### config.mk
export PLATFORM = sky130hd
export DESIGN_NAME = fixed_requantizer
export DESIGN_NICKNAME = d
export VERILOG_FILES = /design/src/rtl/fixed_requantizer_pkg.sv /design/src/rtl/fixed_requantizer_pipe_reg.sv /design/src/rtl/fixed_requantizer.sv
export SDC_FILE = /design/constraint.sdc
export NUM_CORES = 1
export LEC_CHECK = 0
export CORE_UTILIZATION = 38
export DETAILED_ROUTE_END_ITERATION = 6
export RECOVER_POWER = 100
export SLEW_MARGIN = 10
export SYNTH_ARGS = -nofsm -noshare
export SYNTH_HDL_FRONTEND = slang
export SYNTH_SLANG_ARGS = --single-unit
export TNS_END_PERCENT = 50
### constraint.sdc
create_clock -name clk -period 3.3 [get_ports clk]
set_input_delay 0.66 -clock clk [delete_from_list [all_inputs] [get_ports clk]]
set_output_delay 0.66 -clock clk [all_outputs]
set_load 0.01 [all_outputs]
### src/rtl/fixed_requantizer_pkg.sv
// Shared constants for the fixed-point requantizer: rounding mode names and
// signed range limits for a given word width.
package fixed_requantizer_pkg;

    localparam string ROUND_TRUNC   = "TRUNC";
    localparam string ROUND_HALF_UP = "HALF_UP";

    // Largest value representable in a signed word of the given width.
    function automatic longint sat_max(input int width);
        return (longint'(1) <<< (width - 1)) - 1;
    endfunction

    function automatic longint sat_min(input int width);
        return -(longint'(1) <<< (width - 1));
    endfunction

endpackage

### src/rtl/fixed_requantizer_pipe_reg.sv
// Generic valid/ready register slice carrying a W-bit word plus a 1-bit flag.
// Loads when empty or when its current contents leave on the same edge.
module fixed_requantizer_pipe_reg #(
    parameter int W = 8
) (
    input  logic         clk,
    input  logic         rst,
    input  logic         in_valid,
    output logic         in_ready,
    input  logic [W-1:0] in_data,
    input  logic         in_flag,
    output logic         out_valid,
    input  logic         out_ready,
    output logic [W-1:0] out_data,
    output logic         out_flag
);

    logic         valid_q;
    logic         valid_d;
    logic [W-1:0] data_q;
    logic         flag_q;
    logic         load;

    assign in_ready = !valid_q || out_ready;
    assign load     = in_valid && in_ready;

    // NOTE: every variable assigned in always_comb gets a default first, so no latch is inferred.
    always_comb begin
        valid_d = valid_q;
        if (load) begin
            valid_d = 1'b1;
        end else if (out_ready) begin
            valid_d = 1'b0;
        end
    end

    // NOTE: state is updated with non-blocking assignments so all registers see pre-edge values.
    always_ff @(posedge clk) begin
        if (rst) begin
            valid_q <= 1'b0;
            data_q  <= '0;
            flag_q  <= 1'b0;
        end else begin
            valid_q <= valid_d;
            if (load) begin
                data_q <= in_data;
                flag_q <= in_flag;
            end
        end
    end

    assign out_valid = valid_q;
    assign out_data  = data_q;
    assign out_flag  = flag_q;

endmodule

### src/rtl/fixed_requantizer.sv
// Requantizes wide signed fixed-point sums to a narrower Q format: stage 1
// rounds, stage 2 saturates and drives the output; saturations feed status.
module fixed_requantizer
    import fixed_requantizer_pkg::*;
#(
    parameter int    IN_WIDTH  = 20,
    parameter int    IN_FRAC   = 16,
    parameter int    OUT_WIDTH = 16,
    parameter int    OUT_FRAC  = 14,
    parameter string ROUND     = "HALF_UP",
    parameter int    CNT_WIDTH = 16
) (
    input  logic                 clk,
    input  logic                 rst,
    input  logic                 s_valid,
    output logic                 s_ready,
    input  logic [IN_WIDTH-1:0]  s_data,
    input  logic                 s_ovf,
    output logic                 m_valid,
    input  logic                 m_ready,
    output logic [OUT_WIDTH-1:0] m_data,
    output logic                 m_sat,
    input  logic                 clr_status,
    output logic                 sat_sticky,
    output logic [CNT_WIDTH-1:0] sat_count
);

    localparam int D  = IN_FRAC - OUT_FRAC;
    localparam int RW = IN_WIDTH + 1;

    localparam logic signed [RW-1:0]  MAX_R   = RW'(sat_max(OUT_WIDTH));
    localparam logic signed [RW-1:0]  MIN_R   = RW'(sat_min(OUT_WIDTH));
    localparam logic [OUT_WIDTH-1:0]  OUT_MAX = OUT_WIDTH'(sat_max(OUT_WIDTH));
    localparam logic [OUT_WIDTH-1:0]  OUT_MIN = OUT_WIDTH'(sat_min(OUT_WIDTH));

    if (OUT_FRAC > IN_FRAC || (OUT_WIDTH - OUT_FRAC) > (IN_WIDTH - IN_FRAC) ||
        (ROUND != ROUND_TRUNC && ROUND != ROUND_HALF_UP)) begin : g_bad_params
        $error("fixed_requantizer: illegal parameter combination");
    end

    // One guard bit keeps the half-up bias from wrapping the most positive input.
    logic signed [RW-1:0] s_ext;
    logic signed [RW-1:0] r_round;

    assign s_ext = {s_data[IN_WIDTH-1], s_data};

    if (D == 0) begin : g_no_round
        assign r_round = s_ext;
    end else if (ROUND == ROUND_TRUNC) begin : g_trunc
        assign r_round = s_ext >>> D;
    end else begin : g_half_up
        localparam logic signed [RW-1:0] HALF = RW'(1) <<< (D - 1);
        assign r_round = (s_ext + HALF) >>> D;
    end

    logic          st1_valid;
    logic          st1_ready;
    logic [RW:0]   st1_data;
    logic          st1_ovf;
    logic          st1_in_ready;

    fixed_requantizer_pipe_reg #(.W(RW + 1)) u_round_stage (
        .clk       (clk),
        .rst       (rst),
        .in_valid  (s_valid),
        .in_ready  (st1_in_ready),
        .in_data   ({s_data[IN_WIDTH-1], r_round}),
        .in_flag   (s_ovf),
        .out_valid (st1_valid),
        .out_ready (st1_ready),
        .out_data  (st1_data),
        .out_flag  (st1_ovf)
    );

    assign s_ready = st1_in_ready && !rst;

    logic signed [RW-1:0]  r1;
    logic                  wrapped_msb;
    logic [OUT_WIDTH-1:0]  sat_data;
    logic                  sat_flag;

    assign r1          = st1_data[RW-1:0];
    assign wrapped_msb = st1_data[RW];

    // A wrapped upstream sum lies on the opposite side of its apparent sign.
    always_comb begin
        sat_data = r1[OUT_WIDTH-1:0];
        sat_flag = 1'b0;
        if (st1_ovf) begin
            sat_data = wrapped_msb ? OUT_MAX : OUT_MIN;
            sat_flag = 1'b1;
        end else if (r1 > MAX_R) begin
            sat_data = OUT_MAX;
            sat_flag = 1'b1;
        end else if (r1 < MIN_R) begin
            sat_data = OUT_MIN;
            sat_flag = 1'b1;
        end
    end

    fixed_requantizer_pipe_reg #(.W(OUT_WIDTH)) u_sat_stage (
        .clk       (clk),
        .rst       (rst),
        .in_valid  (st1_valid),
        .in_ready  (st1_ready),
        .in_data   (sat_data),
        .in_flag   (sat_flag),
        .out_valid (m_valid),
        .out_ready (m_ready),
        .out_data  (m_data),
        .out_flag  (m_sat)
    );

    logic                 sticky_q;
    logic                 sticky_d;
    logic [CNT_WIDTH-1:0] count_q;
    logic [CNT_WIDTH-1:0] count_d;

    // A clear on the same edge as a saturated delivery wins; that event is not counted.
    always_comb begin
        sticky_d = sticky_q;
        count_d  = count_q;
        if (clr_status) begin
            sticky_d = 1'b0;
            count_d  = '0;
        end else if (m_valid && m_ready && m_sat) begin
            sticky_d = 1'b1;
            if (count_q != '1) begin
                count_d = count_q + 1'b1;
            end
        end
    end

    always_ff @(posedge clk) begin
        if (rst) begin
            sticky_q <= 1'b0;
            count_q  <= '0;
        end else begin
            sticky_q <= sticky_d;
            count_q  <= count_d;
        end
    end

    assign sat_sticky = sticky_q;
    assign sat_count  = count_q;

endmodule
After elaboration in Yosys (flattened, before gate mapping):

Index checks and enable logic that the tools add are counted.

* add/subtract/negate cells: 2
* magnitude comparators: 2
* eq/ne operators: 1
* multiplexer cells: 11
* reduce and logical (&&, ||, !) cells: 14

Operator list (number)
* 16-bit two-way mux: 4
* 20-bit by 3-bit adder with 21-bit output, second input constant: 1
* 21-bit by 16-bit greater-than comparator with 1-bit output, second input constant: 1
* 21-bit by 16-bit less-than comparator with 1-bit output, second input constant: 1
* 16-bit by 1-bit adder with 16-bit output, second input constant: 1
* 16-bit != test, second input constant: 1
* 1-bit two-way mux: 7
* 1-bit logical AND: 5
* 2-bit nonzero test: 2
* 1-bit logical NOT: 3
* 1-bit logical OR: 2
* 2-bit AND reduction: 1
* 2-bit OR reduction: 1

* register bits after elaboration: 59
* output and inout bits: 36
* word-level logic and storage cells: 38

Logic depth before layout (Yosys ltp):

* word-level depth: 5
* mapped depth: 7

Cells and area by module:

From an unflattened synthesis, not the netlist that was laid out.

* cells, all modules: 369
* area, all modules: 3245.6 µm²

By module, submodules not included
* fixed_requantizer: instances 1, cells an instance 179, area an instance 1336.3 µm²
* fixed_requantizer_pipe_reg at u_round_stage: instances 1, cells an instance 108, area an instance 1074.8 µm²
* fixed_requantizer_pipe_reg at u_sat_stage: instances 1, cells an instance 82, area an instance 834.6 µm²

Worst setup path after synthesis:

Ideal clock, no wire load.

* path kind: input to output
* from: in rst
* to: out s_ready
* arrival time: 1.168 ns
* data required time: 2.640 ns
* slack: 1.472 ns
* cell stages on the path: 3
* path buffers: 2
* cell sequence: buf_6 -> clkbuf_1 -> a21oi_1

* longest elaborated chain between the ends: 2

Ends and longest elaborated chain
* from (decl): line fixed_requantizer.sv:14 `input logic rst,`
* 1-bit logical NOT: line fixed_requantizer.sv:75 `assign s_ready = st1_in_ready && !rst;`
* 1-bit logical AND: line fixed_requantizer.sv:75
* to (decl): line fixed_requantizer.sv:16 `output logic s_ready,`

No other way between the ends.

Worst setup path in the final report:

* from: in m_ready
* to: out s_ready

* longest elaborated chain between the ends: 3

Ends and longest elaborated chain
* from (decl): line fixed_requantizer.sv:20 `input logic m_ready,`
* 1-bit logical OR (2 in a row): line fixed_requantizer_pipe_reg.sv:24 `assign in_ready = !valid_q || out_ready;`
* 1-bit logical AND: line fixed_requantizer.sv:75

No other way between the ends.

==> impl_metrics.yaml <==
critical_path:
  regToRegStartpoint: "u_sat_stage.out_valid"
  critPathKind: "input pin to primary output"
  r2r-end: "u_round_stage.out_data[20]"
  startpoint_type: "input pin"
  cp.required_ns: 2.64
  r2r_cells: 6
  r2r_setup_slack_ns: 1.12
  worst_ep_arrival_time_ns: 2.26
  crit_path_end_kind: "primary output"
  cp_max_fo: 6
clock_network:
  cts_made_buffers: 9
  clock_sinks: 57
  cts_setup_buffers: 0
  worstSkewPairLatency_ns: 0.33
  cts-root-buf: "clkbuf_8"
  postCtsHoldBufs: 0
  cts.reportedPaths.clkPinSlew_ns: 0.06
  cts_resized: 0
  cts-htree-levels: 3
  cts_tree: "done"
  cts_buffer_depth: 2
grt:
  grt_max_degree: 42
  grt-ovfl-total: 0
  grt_use_met2: 0.264
  grt_pass1_vias: 2077
  grt_usage: 0.170
  grtUsageMet3: 0.0379
  grt_first_pass_wirelength_um: 9760
  antenna_found_initial: 0
  busiest_layer: "met2"
  gr-usage-met1: 0.225
die:
  die_h_um: 85.4
  dieWidth_um: 85.4
  pin_count: 62
  initial_core_util: 0.391
  die-area_mm2: 0.00729
  num_rows: 30
  coreArea_mm2: 0.00676
finish:
  fin_util: 0.510
  area_growth_syn_to_layout_pct: 30.4
  final_nets: 386
  num-fill-cells: 663
  layout_common_cells: "nor2_1 (58), dfxtp_1 (57), dlygate4sd3_1 (38), a211oi_1 (34), clkdlybuf4s50_1 (22)"
  layout_commonest_cell: "nor2_1"
  num_antenna_cells: 0
  drive_above_1_share: 0.0635
  stdcell_area_mm2: 0.00345
run_status:
  outcome: "finished, final reports clean"
timing:
  rsz0062_at_grt: "false"
  max_clock_freq_mhz: 342
  setup_violations: 0
  timing.final.crit_period_ns: 2.92
  tns_ns: 0
  worstMarginPinSlew_ns: 1.01
  skew_ns: 0.00668
  hold_viol_final: 0
  final_max_slew_viol_count: 0
  relSlewSlack: 0.327
  whs_ns: 0.465
  fin_crit_sh: 0.886
  setup_ws_ns: 0.376
synth:
  syn_inst: 302
  ys.warnings.count: 0
  yosysSeqAreaShare: 0.432
  syn-num-nets: 330
  ys_types: 41
  synth_seq_cells: 57
  syn_area_per_cell_um2: 8.75
  netlist_area_mm2: 0.00264
drt:
  vias: 2258
  wl_per_cell_um: 12.7
  first_pass_iters: 5
  drt_wl_total_um: 5620
  ant_nets: 0
  drc: 0
  drt_iter0_drc: 97
  viasPerCell: 5.11
placement:
  placed_area_mm2: 0.00326
  dp_slack_ns: 0.565
  place_congestion: 0.725
  io_buffers: 60
  hpwlAfterDp_um: 4020
min_path:
  hold_path_class: "flop to flop"
  holdPathEnd: "u_round_stage.out_data[0]"
  min_from: "u_round_stage.out_data[0]"
  min_path_cells: 2
flow_run:
  maxCapViolations: 0
power_and_ir_drop:
  p_per_area_mw_per_mm2: 459
  p_leak_nw: 1.31
  ir_worst_vdd_v: 0.000175
## power breakdown
group          internal [W]  total (W)  switching [W]
logic             0.0000914   0.000192       0.000100
clock network      0.000383   0.000645       0.000261
registers          0.000724   0.000745      0.0000202
## flip-flops by register name, indices dropped and copies added (netlist names)
signal                   flops
sat_count                   16
sat_sticky                   1
u_round_stage.out_data      20
u_round_stage.out_flag       1
u_round_stage.out_valid      1
u_sat_stage.out_data        16
u_sat_stage.out_flag         1
u_sat_stage.out_valid        1
## cell usage after synthesis, drive strengths merged
cell type | instances | area (µm²)
a211oi | 35 | 268
a21boi | 2 | 18.8
a21oi | 8 | 40.0
a31o | 1 | 8.76
a31oi | 1 | 6.26
and2 | 1 | 6.26
and3 | 9 | 57.6
and4 | 7 | 63.8
buf | 10 | 67.6
clkbuf | 9 | 43.8
dfxtp | 57 | 1140
ha | 2 | 25.0
inv | 2 | 7.51
mux2i | 2 | 20.0
nand2 | 19 | 71.3
nand3 | 7 | 52.6
nand3b | 1 | 7.51
nand4 | 9 | 56.3
nand4b | 1 | 8.76
nor2 | 58 | 218
nor2b | 2 | 12.5
nor3 | 2 | 10.0
nor3b | 1 | 18.8
nor4 | 3 | 18.8
o211ai | 2 | 15.0
o21a | 1 | 7.51
o21ai | 16 | 80.1
o21bai | 1 | 7.51
or2 | 1 | 6.26
or3 | 1 | 6.26
xnor2 | 14 | 123
xor2 | 17 | 149
## layer usage
| metal | up-vias | wire [µm] |
|---|---|---|
| met4 | 0 | 62 |
| met1 | 1010 | 2740 |
| li1 | 1183 | - |
| met2 | 59 | 2600 |
| met3 | 6 | 214 |
| met5 | - | 0 |
## cell families (layout without fill, tap and decap cells)
family | after synthesis | in the layout | share of synthesized area
AO/OA/AOI/OAI | 67 | 67 | 0.171
buffers and inverters | 21 | 81 | 0.0450
flip-flops | 57 | 57 | 0.432
AND/OR/NAND/NOR | 122 | 122 | 0.232
XOR/XNOR | 31 | 31 | 0.103
multiplexers | 2 | 2 | 0.00758
adder cells (fa/ha/maj) | 2 | 2 | 0.00947
## worst max path at each step
stage / slack, ns / startpoint / cells after the start / to
after CTS: 0.59 / m_ready / 4 / s_ready
after global placement: 0.59 / m_ready / 5 / u_sat_stage.out_data[14]
after floorplan: 1.47 / rst / 3 / s_ready
final: 0.38 / m_ready / 4 / s_ready
after detailed placement: 0.56 / m_ready / 5 / u_sat_stage.out_data[4]
after global routing: 0.28 / m_ready / 4 / s_ready
## worst max-delay path, cell delays in order
cell and delay [ns]:
dlygate4sd3_1 0.55, nor2b_1 0.32, a21oi_1 0.12, dlygate4sd3_1 0.61
## layout make-up
cell class	count	area, µm²	share of cell area
Multi-Input combinational cell	224	1380	0.401
Sequential cell	57	1140	0.331
Clock inverter	3	40.0	0.0116
Inverter	2	7.51	0.00218
Clock buffer	12	155	0.0450
Tap cell	80	100	0.0290
Timing Repair Buffer	64	619	0.180
## stage by stage
stage	power, W	std cells
after global routing	0.00167	442
after detailed placement	0.000963	427
after floorplan	0.000870	302
final	0.00158	442
after global placement	0.000962	427
after CTS	0.00161	442
No activity file was read; power rests on OpenSTA's default activity.
